File: src/rtl/tdc_pkg.sv
// Shared definitions for the TDC FIFO data demultiplexer: state encoding,
// default word geometry and the ID-field width helper.
package tdc_pkg;

    localparam int unsigned TDC_COUNT_DEF      = 8;
    localparam int unsigned TDC_DATA_WIDTH_DEF = 40;
    localparam int unsigned ID_LSB_DEF         = 36;

    typedef enum logic [1:0] {
        ST_IDLE = 2'd0,
        ST_HOLD = 2'd1,
        ST_DROP = 2'd2
    } demux_state_e;

    // ID field is at least one bit wide even for a single downstream FIFO.
    function automatic int unsigned id_width(input int unsigned n);
        return (n <= 1) ? 1 : $clog2(n);
    endfunction

endpackage

File: src/rtl/tdc_id_decode.sv
// TDC-ID decoder: binary id to one-hot select plus an in-range flag.
module tdc_id_decode #(
    parameter int unsigned TDC_COUNT = 8,
    parameter int unsigned ID_W      = 3
) (
    input  logic [ID_W-1:0]      i_id,
    output logic [TDC_COUNT-1:0] o_onehot,
    output logic                 o_in_range
);

    always_comb begin
        o_onehot   = '0;
        o_in_range = (32'(i_id) < TDC_COUNT);
        for (int unsigned k = 0; k < TDC_COUNT; k++) begin
            o_onehot[k] = (32'(i_id) == k);
        end
    end

endmodule

File: src/rtl/tdc_fifo_data_demux.sv
// Routes words from one upstream FWFT FIFO to per-TDC FIFOs by the ID field,
// dropping words for unlocked/out-of-range targets or after a bounded stall.
// Optional drop counter enabled by defining TDC_DEMUX_DROP_COUNT_EN.
module tdc_fifo_data_demux
    import tdc_pkg::*;
#(
    parameter int unsigned TDC_COUNT      = TDC_COUNT_DEF,
    parameter int unsigned TDC_DATA_WIDTH = TDC_DATA_WIDTH_DEF,
    parameter int unsigned ID_LSB         = ID_LSB_DEF,
    parameter int unsigned STALL_LIMIT    = 255
) (
    input  logic                      clk,
    input  logic                      rst_n,
    input  logic                      src_empty,
    input  logic [TDC_DATA_WIDTH-1:0] src_data,
    output logic                      src_read,
    input  logic [TDC_COUNT-1:0]      locked,
    input  logic [TDC_COUNT-1:0]      dst_full,
    output logic [TDC_COUNT-1:0]      dst_write,
    output logic [TDC_DATA_WIDTH-1:0] dst_data,
    output logic                      drop_pulse
`ifdef TDC_DEMUX_DROP_COUNT_EN
    ,
    output logic [15:0]               drop_count
`endif
);

    localparam int unsigned ID_W    = id_width(TDC_COUNT);
    localparam int unsigned STALL_W = $clog2(STALL_LIMIT + 1);

    demux_state_e              r_state;
    demux_state_e              w_state_nxt;
    logic [TDC_DATA_WIDTH-1:0] r_hold;
    logic [STALL_W-1:0]        r_stall;
    logic                      r_ready;

    logic [ID_W-1:0]      w_id;
    logic [TDC_COUNT-1:0] w_onehot;
    logic                 w_in_range;
    logic                 w_target_ok;
    logic                 w_target_full;
    logic                 w_can_read;
    logic                 w_capture;
    logic                 w_clear;
    logic                 w_stall_inc;

    assign w_id          = r_hold[ID_LSB +: ID_W];
    assign w_target_ok   = w_in_range && (|(w_onehot & locked));
    assign w_target_full = |(w_onehot & dst_full);
    assign w_can_read    = r_ready && !src_empty;
    assign dst_data      = r_hold;

    tdc_id_decode #(
        .TDC_COUNT (TDC_COUNT),
        .ID_W      (ID_W)
    ) u_id_decode (
        .i_id       (w_id),
        .o_onehot   (w_onehot),
        .o_in_range (w_in_range)
    );

    // Lock and full are re-evaluated every HOLD cycle so a link dropping lock discards the word.
    always_comb begin
        w_state_nxt = r_state;
        src_read    = 1'b0;
        dst_write   = '0;
        drop_pulse  = 1'b0;
        w_capture   = 1'b0;
        w_clear     = 1'b0;
        w_stall_inc = 1'b0;
        case (r_state)
            ST_IDLE: begin
                if (w_can_read) begin
                    src_read    = 1'b1;
                    w_capture   = 1'b1;
                    w_state_nxt = ST_HOLD;
                end
            end
            ST_HOLD: begin
                if (!w_target_ok) begin
                    w_state_nxt = ST_DROP;
                end else if (!w_target_full) begin
                    dst_write = w_onehot;
                    if (w_can_read) begin
                        src_read  = 1'b1;
                        w_capture = 1'b1;
                    end else begin
                        w_state_nxt = ST_IDLE;
                    end
                end else begin
                    w_stall_inc = 1'b1;
                    if (32'(r_stall) + 32'd1 >= STALL_LIMIT) begin
                        w_state_nxt = ST_DROP;
                    end
                end
            end
            ST_DROP: begin
                drop_pulse = 1'b1;
                w_clear    = 1'b1;
                if (w_can_read) begin
                    src_read    = 1'b1;
                    w_capture   = 1'b1;
                    w_state_nxt = ST_HOLD;
                end else begin
                    w_state_nxt = ST_IDLE;
                end
            end
            default: w_state_nxt = ST_IDLE;
        endcase
    end

    always_ff @(posedge clk or negedge rst_n) begin
        if (!rst_n) begin
            r_state <= ST_IDLE;
            r_hold  <= '0;
            r_stall <= '0;
            r_ready <= 1'b0;
        end else begin
            r_state <= w_state_nxt;
            r_ready <= 1'b1;
            if (w_capture) begin
                r_hold  <= src_data;
                r_stall <= '0;
            end else begin
                if (w_clear) begin
                    r_hold <= '0;
                end
                if (w_stall_inc) begin
                    r_stall <= r_stall + STALL_W'(1);
                end
            end
        end
    end

`ifdef TDC_DEMUX_DROP_COUNT_EN
    logic [15:0] r_drop_cnt;

    always_ff @(posedge clk or negedge rst_n) begin
        if (!rst_n) begin
            r_drop_cnt <= '0;
        end else if (drop_pulse && (r_drop_cnt != 16'hFFFF)) begin
            r_drop_cnt <= r_drop_cnt + 16'd1;
        end
    end

    assign drop_count = r_drop_cnt;
`endif

endmodule

File: config.mk
export PLATFORM = sky130hd
export DESIGN_NAME = tdc_fifo_data_demux
export DESIGN_NICKNAME = d
export VERILOG_FILES = /design/src/rtl/tdc_pkg.sv /design/src/rtl/tdc_id_decode.sv /design/src/rtl/tdc_fifo_data_demux.sv
export SDC_FILE = /design/constraint.sdc
export NUM_CORES = 1
export LEC_CHECK = 0
export ABC_AREA = 1
export CAP_MARGIN = 30
export CELL_PAD_IN_SITES_DETAIL_PLACEMENT = 1
export CELL_PAD_IN_SITES_GLOBAL_PLACEMENT = 1
export CORE_MARGIN = 1
export CORE_UTILIZATION = 43
export CTS_CLUSTER_SIZE = 14
export DETAILED_ROUTE_END_ITERATION = 10
export DONT_BUFFER_PORTS = 1
export HOLD_SLACK_MARGIN = 0.06
export PLACE_DENSITY_LB_ADDON = 0.1
export SLEW_MARGIN = 10
export SYNTH_ARGS = -nofsm -noshare
export SYNTH_HDL_FRONTEND = slang
export SYNTH_HIERARCHICAL = 1
export SYNTH_SLANG_ARGS = --single-unit
File: constraint.sdc
create_clock -name clk -period 2.2 [get_ports clk]
set_input_delay 0.44 -clock clk [delete_from_list [all_inputs] [get_ports clk]]
set_output_delay 0.44 -clock clk [all_outputs]
set_load 0.01 [all_outputs]
==> results.sh <==
export IMPL_cpMostUsedCell="nor2_4"
export IMPL_gp_congestion=0.799
export IMPL_grt_use_total=0.237
export IMPL_drcViolationCount=0
export IMPL_clk_latency_ns=0.32
export IMPL_synth_seq_area_share=0.491
export IMPL_antenna_found_initial=0
export IMPL_hold_class="input port to flip-flop"
export IMPL_switching_power_mw=1.74
export IMPL_ir_drop_v=0.000588
export IMPL_grt_pass1_wl_mm=11.6
export IMPL_ys_ff_latch=51
export IMPL_h_tree_depth=2
export IMPL_drt_iter0_markers=132
export IMPL_io_pins=109
export IMPL_synthToLayoutAreaGrowth_pct=17.5
export IMPL_port_buffers=0
export IMPL_layout_commonest_cell="nand2_1"
export IMPL_hold_viol=0
export IMPL_yosysWarnings=6
export IMPL_power_switching_share=0.456
export IMPL_start_kind="flip-flop"
export IMPL_synth_cell_types=22
export IMPL_finalCriticalPeriod_ns=2.35
export IMPL_pwr_share_clk=0.149
export IMPL_clock_skew_ns=0.00986
export IMPL_clockBufferDepth=2
export IMPL_die_w_um=79.8
export IMPL_grt_max_degree=52
export IMPL_syn_nets=410
export IMPL_end_kind="output port"
export IMPL_r2r_end="dst_data[38]"
export IMPL_vias=2294
export IMPL_cts_made_buffers=5
export IMPL_pwr_share_seq=0.456
export IMPL_status="complete, but fails checks"
export IMPL_rows=27
export IMPL_slowest_delay_ns=0.46
export IMPL_fin_nets=416
export IMPL_holdWs_ns=0.230
export IMPL_antennaDiodeCount=0
export IMPL_rsz0062_at_grt="yes"
export IMPL_cts_root_buf="clkbuf_8"
export IMPL_path_clk_slew_ns=0.10
export IMPL_hpwl_mm=4.71
export IMPL_post_route_util=0.538
export IMPL_drt_pass1_iterations=4
export IMPL_cp_max_fo=8
export IMPL_fmax_mhz=426
export IMPL_grt_remaining_overflow=0
export IMPL_maxCapViolCount=0
export IMPL_holdPathStages=2
export IMPL_rr_startpoint="dst_data[36]"
export IMPL_rr_worst_depth=13
export IMPL_drt_wl_total_mm=7.09
export IMPL_avgSynthCellArea_sq_um=7.45
export IMPL_drive_gt1_frac=0.177
export IMPL_hold_start="src_data[8]"
export IMPL_core_sq_um=5680
export IMPL_wire_per_inst_um=16.6
export IMPL_dieArea_sq_um=6360
export IMPL_cts_tree="yes"
export IMPL_cts_sinks=51
export IMPL_worstPathCellList="buf_6, nand2_4, nor2_4, nand2_1, nand2_1, inv_1, nand2_2, nor2_4, inv_2, nor2_4, nand2_8, nor2_4"
export IMPL_ant_nets=0
export IMPL_timing_final_crit_share=1.07
export IMPL_holdPathEnd="dst_data[8]"
export IMPL_crit_slowest_cell="dfrtp_2"
export IMPL_power_share_combinational=0.395
export IMPL_final_cell_mix="130 x nand2_1, 48 x dfrtp_1, 40 x nand4_1"
export IMPL_violations="setup timing"
export IMPL_setup_viol=9
export IMPL_syn_inst=349
export IMPL_power_density_nw_per_um2=1250
export IMPL_p_leak_nw=1.49
export IMPL_critPathKind="flip-flop to output port"
export IMPL_finalWorstSetupSlack_ns=-0.148
export IMPL_die_h_um=79.8
export IMPL_start_util=0.458
export IMPL_via_per_inst=5.36
export IMPL_cp_required_ns=1.76
export IMPL_reg2reg_setup_slack_ns=0.18
export IMPL_critPathArrivalTime_ns=1.91
export IMPL_slew_violations=0
export IMPL_first_global_vias=2391
export IMPL_p_int_mw=2.07
export IMPL_syn_cell_area_sq_um=2600
==> worst max-delay path by stage <==
| stage | startpoint | end | slack (ns) | depth (start not counted) |
|---|---|---|---|---|
| 5_1_grt | dst_data[38] | dst_write[3] | -0.29 | 10 |
| 4_1_cts | dst_data[36] | dst_write[2] | -0.14 | 11 |
| 3_5_place_dp | dst_data[38] | dst_write[2] | 0.05 | 10 |
| 6_report | dst_data[36] | dst_write[4] | -0.15 | 12 |
| 2_1_floorplan | dst_data[36] | src_read | 0.24 | 12 |
| 3_3_place_gp | dst_data[36] | dst_write[1] | 0.11 | 11 |
==> per-layer routing <==
layer / part of all wire / up-vias / routed length, um / track usage
met1: 0.45 / 1102 / 3220 / 0.306
met2: 0.47 / 57 / 3370 / 0.379
met4: 0.012 / 0 / 87 / 0.0804
met3: 0.059 / 6 / 418 / 0.0697
met5: 0 / - / 0 / 0
li1: - / 1129 / - / -
==> registers in the layout (all words and copies together) (netlist names) <==
register  count
dst_data     40
r_ready       1
r_stall       8
r_state       2
==> logic make-up after synthesis <==
| group | Yosys count | share of synthesized area |
|---|---|---|
| AO/OA/AOI/OAI | 13 | 0.0269 |
| other | 2 | 0.00289 |
| flip-flops | 51 | 0.491 |
| adder cells (fa/ha/maj) | 2 | 0.00962 |
| buffers and inverters | 50 | 0.0808 |
| AND/OR/NAND/NOR | 231 | 0.389 |
==> power groups by stage <==
stage / logic (mW) / clock network, mW / registers, mW
final: 1.50 / 0.569 / 1.74
after global placement: 1.08 / 0 / 1.72
after global routing: 1.69 / 0.620 / 1.79
after CTS: 1.42 / 0.592 / 1.74
after floorplan: 0.859 / 0 / 1.65
after detailed placement: 1.13 / 0 / 1.73
==> stage by stage <==
stage | setup TNS [ns] | instance area [sq um] | cells | worst slack [ns] | power, mW
4_1_cts | -0.989 | 3010 | 425 | -0.136 | 3.76
2_1_floorplan | 0 | 2600 | 349 | 0.240 | 2.51
3_5_place_dp | 0 | 2680 | 412 | 0.0468 | 2.86
3_3_place_gp | 0 | 2680 | 412 | 0.109 | 2.80
6_report | -1.21 | 3060 | 428 | -0.148 | 3.81
5_1_grt | -2.48 | 3060 | 428 | -0.293 | 4.09
==> synthesized netlist by cell type (all sizes together) <==
library cell	instances	area share
a21oi	7	0.013
buf	10	0.023
clkbuf	8	0.012
conb	2	0.0029
dfrtp	51	0.49
ha	2	0.0096
inv	32	0.046
nand2	141	0.20
nand3	15	0.031
nand4	40	0.096
nor2	31	0.050
nor3	4	0.0077
o21ai	4	0.0077
o21bai	2	0.0058
==> repair_timing <==
item	in CTS	in global routing
pin swaps	10	17
hold buffers	2	0
setup endpoints to repair	9	15
buffers inserted	3	3
resized for setup	52	8
endpoints found under the hold margin	51	0
==> cell type report <==
type	count	area, sq um
clock buffer	5	68.8
clock inverter	3	22.5
fill	704	2620
inverter	32	128
multi-input combinational	248	1290
sequential	51	1280
tap	72	90.1
timing repair buffer	17	174
==> critical path: cells and delay by family, from the launching register on <==
kind                   cells  cell delay [ns]
AND/OR/NAND/NOR            9             0.87
flip-flops                 1             0.46
buffers and inverters      3             0.25
(Power assumes the default switching activity.)
